<file path="config.mk">
export PLATFORM = sky130hd
export DESIGN_NAME = idli_sx_m
export DESIGN_NICKNAME = d
export VERILOG_FILES = /design/src/rtl/idli_sx_m.sv
export SDC_FILE = /design/constraint.sdc
export NUM_CORES = 1
export LEC_CHECK = 0
export BUFFER_PORTS_ARGS = -buffer_cell sky130_fd_sc_hd__buf_2
export CAP_MARGIN = 25
export CORE_MARGIN = 2
export CORE_UTILIZATION = 40
export DETAILED_ROUTE_END_ITERATION = 6
export GPL_TIMING_DRIVEN = 0
export RECOVER_POWER = 100
export SETUP_SLACK_MARGIN = 0.02
export SLEW_MARGIN = 25
export SYNTH_ARGS = -nofsm -noshare
export SYNTH_HDL_FRONTEND = slang
export SYNTH_SLANG_ARGS = --single-unit
</file>
<file path="constraint.sdc">
create_clock -name i_sx_gck -period 3.05 [get_ports i_sx_gck]
set_input_delay 0 -clock i_sx_gck [delete_from_list [all_inputs] [get_ports i_sx_gck]]
set_output_delay 0 -clock i_sx_gck [all_outputs]
set_load 0.01 [all_outputs]
</file>
<file path="src/rtl/idli_sx_m.sv">
// -----------------------------------------------------------------------------
// idli_sx_m - bit-serial execution unit
//
// Executes one DATA_W-wide ALU operation as SLICES = DATA_W/SLICE_W slices,
// least-significant slice first, one slice per clock. The slice index is
// driven to the register file, which returns the B/C operand slices in the
// same cycle. Result slices are written back with o_sx_res_vld as the write
// enable. A carry chain links consecutive slices, and carry/zero flags are
// registered when the final slice completes.
//
// Handshake: an instruction on i_sx_op/i_sx_op_vld is taken on any clock edge
// where o_sx_op_acp is high. Acceptance happens in IDLE or on the last slice of
// the running op (when not stalled), so back-to-back ops run with no bubble.
// An accept with i_sx_op_vld low returns the unit to IDLE.
//
// Optional feature macro: IDLI_SX_ZERO_FLAG_EN
//   defined   : zero-result tracking drives o_sx_flag_z
//   undefined : no tracking logic, o_sx_flag_z tied 0
//
// Ports
//   i_sx_gck       clock
//   i_sx_rst_n     asynchronous active-low reset
//   i_sx_op        ALU opcode of the offered instruction
//   i_sx_op_vld    offered instruction valid
//   o_sx_op_acp    instruction accepted this cycle
//   i_sx_stall     freeze the current slice
//   o_sx_slice     slice index being executed (register file read address)
//   i_sx_b_data    B operand slice
//   i_sx_c_data    C operand slice
//   o_sx_res_data  result slice
//   o_sx_res_vld   result slice valid (register file write enable)
//   o_sx_done      final slice completing this cycle
//   o_sx_flag_c    carry flag (registered)
//   o_sx_flag_z    zero flag (registered)
// -----------------------------------------------------------------------------
module idli_sx_m #(
    parameter int DATA_W  = 16,
    parameter int SLICE_W = 4
) (
    input  logic                                 i_sx_gck,
    input  logic                                 i_sx_rst_n,
    input  logic [2:0]                           i_sx_op,
    input  logic                                 i_sx_op_vld,
    output logic                                 o_sx_op_acp,
    input  logic                                 i_sx_stall,
    output logic [$clog2(DATA_W/SLICE_W)-1:0]    o_sx_slice,
    input  logic [SLICE_W-1:0]                   i_sx_b_data,
    input  logic [SLICE_W-1:0]                   i_sx_c_data,
    output logic [SLICE_W-1:0]                   o_sx_res_data,
    output logic                                 o_sx_res_vld,
    output logic                                 o_sx_done,
    output logic                                 o_sx_flag_c,
    output logic                                 o_sx_flag_z
);

    localparam int SLICES = DATA_W / SLICE_W;
    localparam int CTR_W  = $clog2(SLICES);
    localparam logic [CTR_W-1:0] LAST_SLICE = CTR_W'(SLICES - 1);

    localparam logic [2:0] OP_ADD  = 3'd0;
    localparam logic [2:0] OP_SUB  = 3'd1;
    localparam logic [2:0] OP_AND  = 3'd2;
    localparam logic [2:0] OP_OR   = 3'd3;
    localparam logic [2:0] OP_XOR  = 3'd4;
    localparam logic [2:0] OP_MOVB = 3'd5;
    localparam logic [2:0] OP_MOVC = 3'd6;

    // RUN is exactly "an accepted valid op is in flight", so the state
    // register doubles as the op-valid register.
    typedef enum logic {
        ST_IDLE = 1'b0,
        ST_RUN  = 1'b1
    } state_e;

    state_e               state_q, state_d;
    logic [CTR_W-1:0]     ctr_q, ctr_d;
    logic [2:0]           op_q, op_d;
    logic                 carry_q, carry_d;
    logic                 flag_c_q, flag_c_d;

    logic                 last_slice;
    logic [SLICE_W-1:0]   c_opnd;
    logic                 cin;
    logic [SLICE_W:0]     sum;
    logic [SLICE_W-1:0]   res;
    logic                 res_is_zero;

    assign last_slice  = (ctr_q == LAST_SLICE);
    assign o_sx_slice  = ctr_q;
    assign o_sx_flag_c = flag_c_q;

    // ------------------------------------------------------------------
    // FSM: state register
    // ------------------------------------------------------------------
    always_ff @(posedge i_sx_gck or negedge i_sx_rst_n) begin
        if (!i_sx_rst_n) begin
            state_q <= ST_IDLE;
        end else begin
            state_q <= state_d;
        end
    end

    // ------------------------------------------------------------------
    // FSM: next state
    // ------------------------------------------------------------------
    always_comb begin
        state_d = state_q;
        if (o_sx_op_acp) begin
            state_d = i_sx_op_vld ? ST_RUN : ST_IDLE;
        end
    end

    // ------------------------------------------------------------------
    // FSM: outputs
    // ------------------------------------------------------------------
    always_comb begin
        o_sx_op_acp  = 1'b0;
        o_sx_res_vld = 1'b0;
        o_sx_done    = 1'b0;
        case (state_q)
            ST_IDLE: begin
                o_sx_op_acp = 1'b1;
            end
            ST_RUN: begin
                o_sx_res_vld = !i_sx_stall;
                o_sx_op_acp  = last_slice && !i_sx_stall;
                o_sx_done    = last_slice && !i_sx_stall;
            end
            default: begin
                o_sx_op_acp = 1'b1;
            end
        endcase
    end

    // ------------------------------------------------------------------
    // Slice datapath
    // ------------------------------------------------------------------
    always_comb begin
        c_opnd = (op_q == OP_SUB) ? ~i_sx_c_data : i_sx_c_data;
        // Slice 0 starts the chain from the op's own carry-in (1 for SUB
        // to complete the two's-complement negate); later slices chain.
        cin    = (ctr_q == '0) ? (op_q == OP_SUB) : carry_q;
        sum    = {1'b0, i_sx_b_data} + {1'b0, c_opnd} + {{SLICE_W{1'b0}}, cin};

        case (op_q)
            OP_ADD,
            OP_SUB:  res = sum[SLICE_W-1:0];
            OP_AND:  res = i_sx_b_data & i_sx_c_data;
            OP_OR:   res = i_sx_b_data | i_sx_c_data;
            OP_XOR:  res = i_sx_b_data ^ i_sx_c_data;
            OP_MOVB: res = i_sx_b_data;
            OP_MOVC: res = i_sx_c_data;
            default: res = '0;
        endcase
    end

    assign res_is_zero   = (res == '0);
    assign o_sx_res_data = (state_q == ST_RUN) ? res : '0;

    // ------------------------------------------------------------------
    // Counter, opcode, carry chain and carry flag
    // ------------------------------------------------------------------
    always_comb begin
        ctr_d    = ctr_q;
        op_d     = op_q;
        carry_d  = carry_q;
        flag_c_d = flag_c_q;

        if (o_sx_op_acp) begin
            ctr_d = '0;
            op_d  = i_sx_op;
        end else if (o_sx_res_vld) begin
            ctr_d = ctr_q + CTR_W'(1);
        end

        if (o_sx_res_vld) begin
            carry_d = sum[SLICE_W];
        end

        // Flags use the op still in op_q even when a new op is accepted on
        // the same edge.
        if (o_sx_done && (op_q == OP_ADD || op_q == OP_SUB)) begin
            flag_c_d = sum[SLICE_W];
        end
    end

    always_ff @(posedge i_sx_gck or negedge i_sx_rst_n) begin
        if (!i_sx_rst_n) begin
            ctr_q    <= '0;
            op_q     <= '0;
            carry_q  <= 1'b0;
            flag_c_q <= 1'b0;
        end else begin
            ctr_q    <= ctr_d;
            op_q     <= op_d;
            carry_q  <= carry_d;
            flag_c_q <= flag_c_d;
        end
    end

    // ------------------------------------------------------------------
    // Zero flag
    // ------------------------------------------------------------------
`ifdef IDLI_SX_ZERO_FLAG_EN
    logic nz_seen_q, nz_seen_d;
    logic flag_z_q, flag_z_d;

    always_comb begin
        nz_seen_d = nz_seen_q;
        flag_z_d  = flag_z_q;

        // Accept wins over the final slice's update: the accumulator must
        // start clean for the incoming op.
        if (o_sx_op_acp) begin
            nz_seen_d = 1'b0;
        end else if (o_sx_res_vld && !res_is_zero) begin
            nz_seen_d = 1'b1;
        end

        // The final slice is folded in combinationally; reserved op 7
        // leaves the flag alone.
        if (o_sx_done && (op_q != 3'd7)) begin
            flag_z_d = !nz_seen_q && res_is_zero;
        end
    end

    always_ff @(posedge i_sx_gck or negedge i_sx_rst_n) begin
        if (!i_sx_rst_n) begin
            nz_seen_q <= 1'b0;
            flag_z_q  <= 1'b0;
        end else begin
            nz_seen_q <= nz_seen_d;
            flag_z_q  <= flag_z_d;
        end
    end

    assign o_sx_flag_z = flag_z_q;
`else
    logic unused_zero;
    assign unused_zero = res_is_zero;
    assign o_sx_flag_z = 1'b0;
`endif

endmodule

</file>
==> results.sh <==
export IMPL_track_usage_pct=17.06
export IMPL_cts_sinks=8
export IMPL_finalSetupViolations=0
export IMPL_synth_compound_area_share_pct=15.89
export IMPL_synth_area_leaders="dfrtp_1 21%, ha_1 17%, a21oi_1 6.7%, xnor2_1 5.4%, inv_1 4.3%"
export IMPL_pwr_density_cell_nw_per_um2=858.7
export IMPL_drt_pass1_iterations=4
export IMPL_drt_total_wl_um=2084
export IMPL_synthXorXnorAreaFrac_pct=5.426
export IMPL_drv_slew=0
export IMPL_final_nets=173
export IMPL_fp_row_count=17
export IMPL_path_buf_inv=2
export IMPL_grt_start_max_net_pins=11
export IMPL_clkLatencyLatePin_ns=0.25
export IMPL_max_slew_worst_pin_slew_ns=0.6812
export IMPL_ys_ff_latch=8
export IMPL_syn_inst=108
export IMPL_clkTransAtPathRegs_ns=0.06
export IMPL_fin_skew_ns=0.004663
export IMPL_htree_levels=1
export IMPL_hold_path_class="primary input to flop"
export IMPL_io_pins=26
export IMPL_root_buffer="clkbuf_4"
export IMPL_ant_nets=0
export IMPL_postSynth_asyncResetShare_pct=100.0
export IMPL_dp_hpwl_um=1602
export IMPL_numPortBuffers=24
export IMPL_clk_path_buf_depth=2
export IMPL_setup_slack_ns=0.2121
export IMPL_setup_worst_path_class="flop to primary output"
export IMPL_place_area_sq_um=1124
export IMPL_yosys_area_share_adder_pct=20.93
export IMPL_slowest_stage="dfrtp_1"
export IMPL_final_area_sq_um=1189
export IMPL_crit_fanout=4
export IMPL_yosysWarnings=0
export IMPL_detail_route_wl_per_cell_um=12.33
export IMPL_crit_arrival_ns=2.84
export IMPL_finalSetupTns_ns=0
export IMPL_cp_start_kind="flop"
export IMPL_antennaDiodeCount=0
export IMPL_min_period_ns=2.838
export IMPL_via_per_inst=4.976
export IMPL_syn_avg_cell_area_sq_um=8.967
export IMPL_min_period_over_period_pct=93.05
export IMPL_grt_pass1_wl_um=3498
export IMPL_start_util_pct=42.95
export IMPL_ir_drop_v=0.0004590
export IMPL_grt_pass1_vias=848
export IMPL_rrSetupSlack_ns=0.62
export IMPL_power_leakage_nw=0.5654
export IMPL_synth_top_family_by_area="adder cells"
export IMPL_hold_viol_final=0
export IMPL_p_total_mw=1.021
export IMPL_synth_distinct_cells=38
export IMPL_worstPathRequired_ns=3.05
export IMPL_relSlewSlack_pct=54.11
export IMPL_drt_iter0_drc=7
export IMPL_ys_flop_type="dfrtp_1"
export IMPL_drc=0
export IMPL_synth_top_area_cell="dfrtp_1"
export IMPL_status="finished clean"
export IMPL_cts_inserted_buffers=3
export IMPL_grt_remaining_overflow=0
export IMPL_yosysTopAreaCellShare_pct=20.67
export IMPL_ctsResizeCount=0
export IMPL_core_sq_um=2255
export IMPL_syn_to_final_growth_pct=22.74
export IMPL_synth_edff_count=0
export IMPL_max_freq_mhz=352.4
export IMPL_rsz0062_at_grt="no"
export IMPL_nFillCells=246
export IMPL_yosys_area_share_simple_pct=18.22
export IMPL_die_area_sq_um=2831
export IMPL_drive_above_1_share_pct=23.40
export IMPL_crit_top_cell="fa_1"
export IMPL_cts_tree="built"
export IMPL_cap_violations=0
export IMPL_crit_family="adder cells"
export IMPL_syn_cell_area_sq_um=968.4
export IMPL_crit_chain="inv_1 > ha_1 > mux2_2 > fa_1 > fa_1 > xnor2_1 > o21a_1 > o22a_1 > a21oi_1 > buf_2"
export IMPL_crit_path_max_incr_delay_ns=0.42
export IMPL_yosysSeqAreaShare_pct=20.67
export IMPL_antenna_found_initial=0
export IMPL_synth_area_mux_share_pct=9.044
export IMPL_place_ws_ns=0.4503
export IMPL_vias=841
export IMPL_fp_dieH_um=53.21
export IMPL_syn_nets=138
export IMPL_gp_congestion=0.8326
export IMPL_end_kind="primary output"
export IMPL_die_width_um=53.21
==> flip-flops by register name, indices dropped and copies added, names as in the netlist <==
| signal | cells |
|---|---|
| carry_q | 1 |
| o_sx_flag_c | 1 |
| o_sx_slice | 2 |
| op_q | 3 |
| state_q | 1 |
==> stage by stage <==
stage	hold WS (ns)	std cells	utilization (%)
6_report	0.08600	169	52.72
3_3_place_gp	-0.1456	160	49.83
2_1_floorplan	-0.2956	108	-
3_5_place_dp	-0.1459	160	49.83
4_1_cts	0.1085	168	53.05
5_1_grt	0.09328	169	52.72
==> timing repair <==
action | CTS | global route
hold endpoints to repair | 12 | 0
endpoints found under the setup margin | 0 | 1
hold buffers | 5 | 0
buffers inserted | 0 | 1
==> tightest hold or removal path, delay by kind of cell <==
family / cells / cell delay, ns
AO/OA/AOI/OAI: 1 / 0.07
buffers and inverters: 1 / 0.12
AND/OR/NAND/NOR: 1 / 0.10
==> final timing paths <==
kind	start	to	depth (start not counted)
max	o_sx_slice[0]$_DFFE_PN0P_	o_sx_res_data[2]	10
min	i_sx_stall	o_sx_slice[1]$_DFFE_PN0P_	3
max reg2reg	o_sx_slice[0]$_DFFE_PN0P_	o_sx_flag_c$_DFFE_PN0P_	8
min reg2reg	carry_q$_DFFE_PN0P_	carry_q$_DFFE_PN0P_	2
max in group asynchronous	i_sx_rst_n	state_q$_DFFE_PN0N_	2
min in group asynchronous	i_sx_rst_n	o_sx_flag_c$_DFFE_PN0P_	2
==> final cells by class <==
class | instances | area [sq um] | area share (%)
inverter | 12 | 45.04 | 3.789
tap | 28 | 35.03 | 2.947
sequential | 8 | 200.2 | 16.84
timing repair buffer | 30 | 168.9 | 14.21
clock buffer | 3 | 22.52 | 1.895
multi-input combinational | 83 | 670.6 | 56.42
buffer | 5 | 46.29 | 3.895
==> layout by cell type, fill, tap and decap left out, types with 2 or more instances in the layout <==
cell	synthesis	layout
ha_1	13	13
o21ai_0	0	2
buf_4	1	2
fa_1	2	2
nor2_1	2	2
a21oi_1	13	13
and2_0	0	2
inv_1	11	11
mux2_1	3	3
nand2_1	6	6
o22ai_1	2	2
mux2i_1	2	2
nand3_1	3	3
dlygate4sd3_1	0	5
mux2_2	3	3
a31oi_1	3	3
dfrtp_1	8	8
nor2b_1	1	2
nand2b_1	4	4
buf_6	3	3
buf_2	1	18
xnor2_1	6	6
clkbuf_4	0	3
nand3b_1	2	2
clkbuf_1	0	7
==> cell usage after synthesis, types with 2 or more instances <==
cell	count
dfrtp_1	8
nand2_1	6
nor2_1	2
xnor2_1	6
a21oi_1	13
mux2_1	3
nand2b_1	4
mux2i_1	2
mux2_2	3
ha_1	13
and2_1	2
fa_1	2
a31oi_1	3
nand3b_1	2
nand3_1	3
o22ai_1	2
buf_6	3
inv_1	11
==> where the power goes <==
group          total (mW)  internal [mW]  switching [mW]  leakage, nW
combinational       0.733          0.344           0.389        0.459
clock              0.0813         0.0451          0.0363       0.0138
sequential          0.206          0.154          0.0517       0.0928
==> routing by layer <==
layer  up-vias  GRT usage [%]  part of all wire, %
li1        441              -                    -
met1       375          21.50                   48
met2        25          29.01                   46
met3         0          5.085                  5.4
met4         0          2.564                    0
met5         -              0                    0
==> logic make-up (layout without fill, tap and decap cells) <==
group                    after synthesis  after routing
AND/OR/NAND/NOR                       28             28
AO/OA/AOI/OAI                         25             25
buffers and inverters                 17             50
adder cells (fa/ha/maj)               15             15
multiplexers                           8              8
flip-flops                             8              8
XOR/XNOR                               6              6
other                                  1              1
No activity file was read; power rests on OpenSTA's default activity.
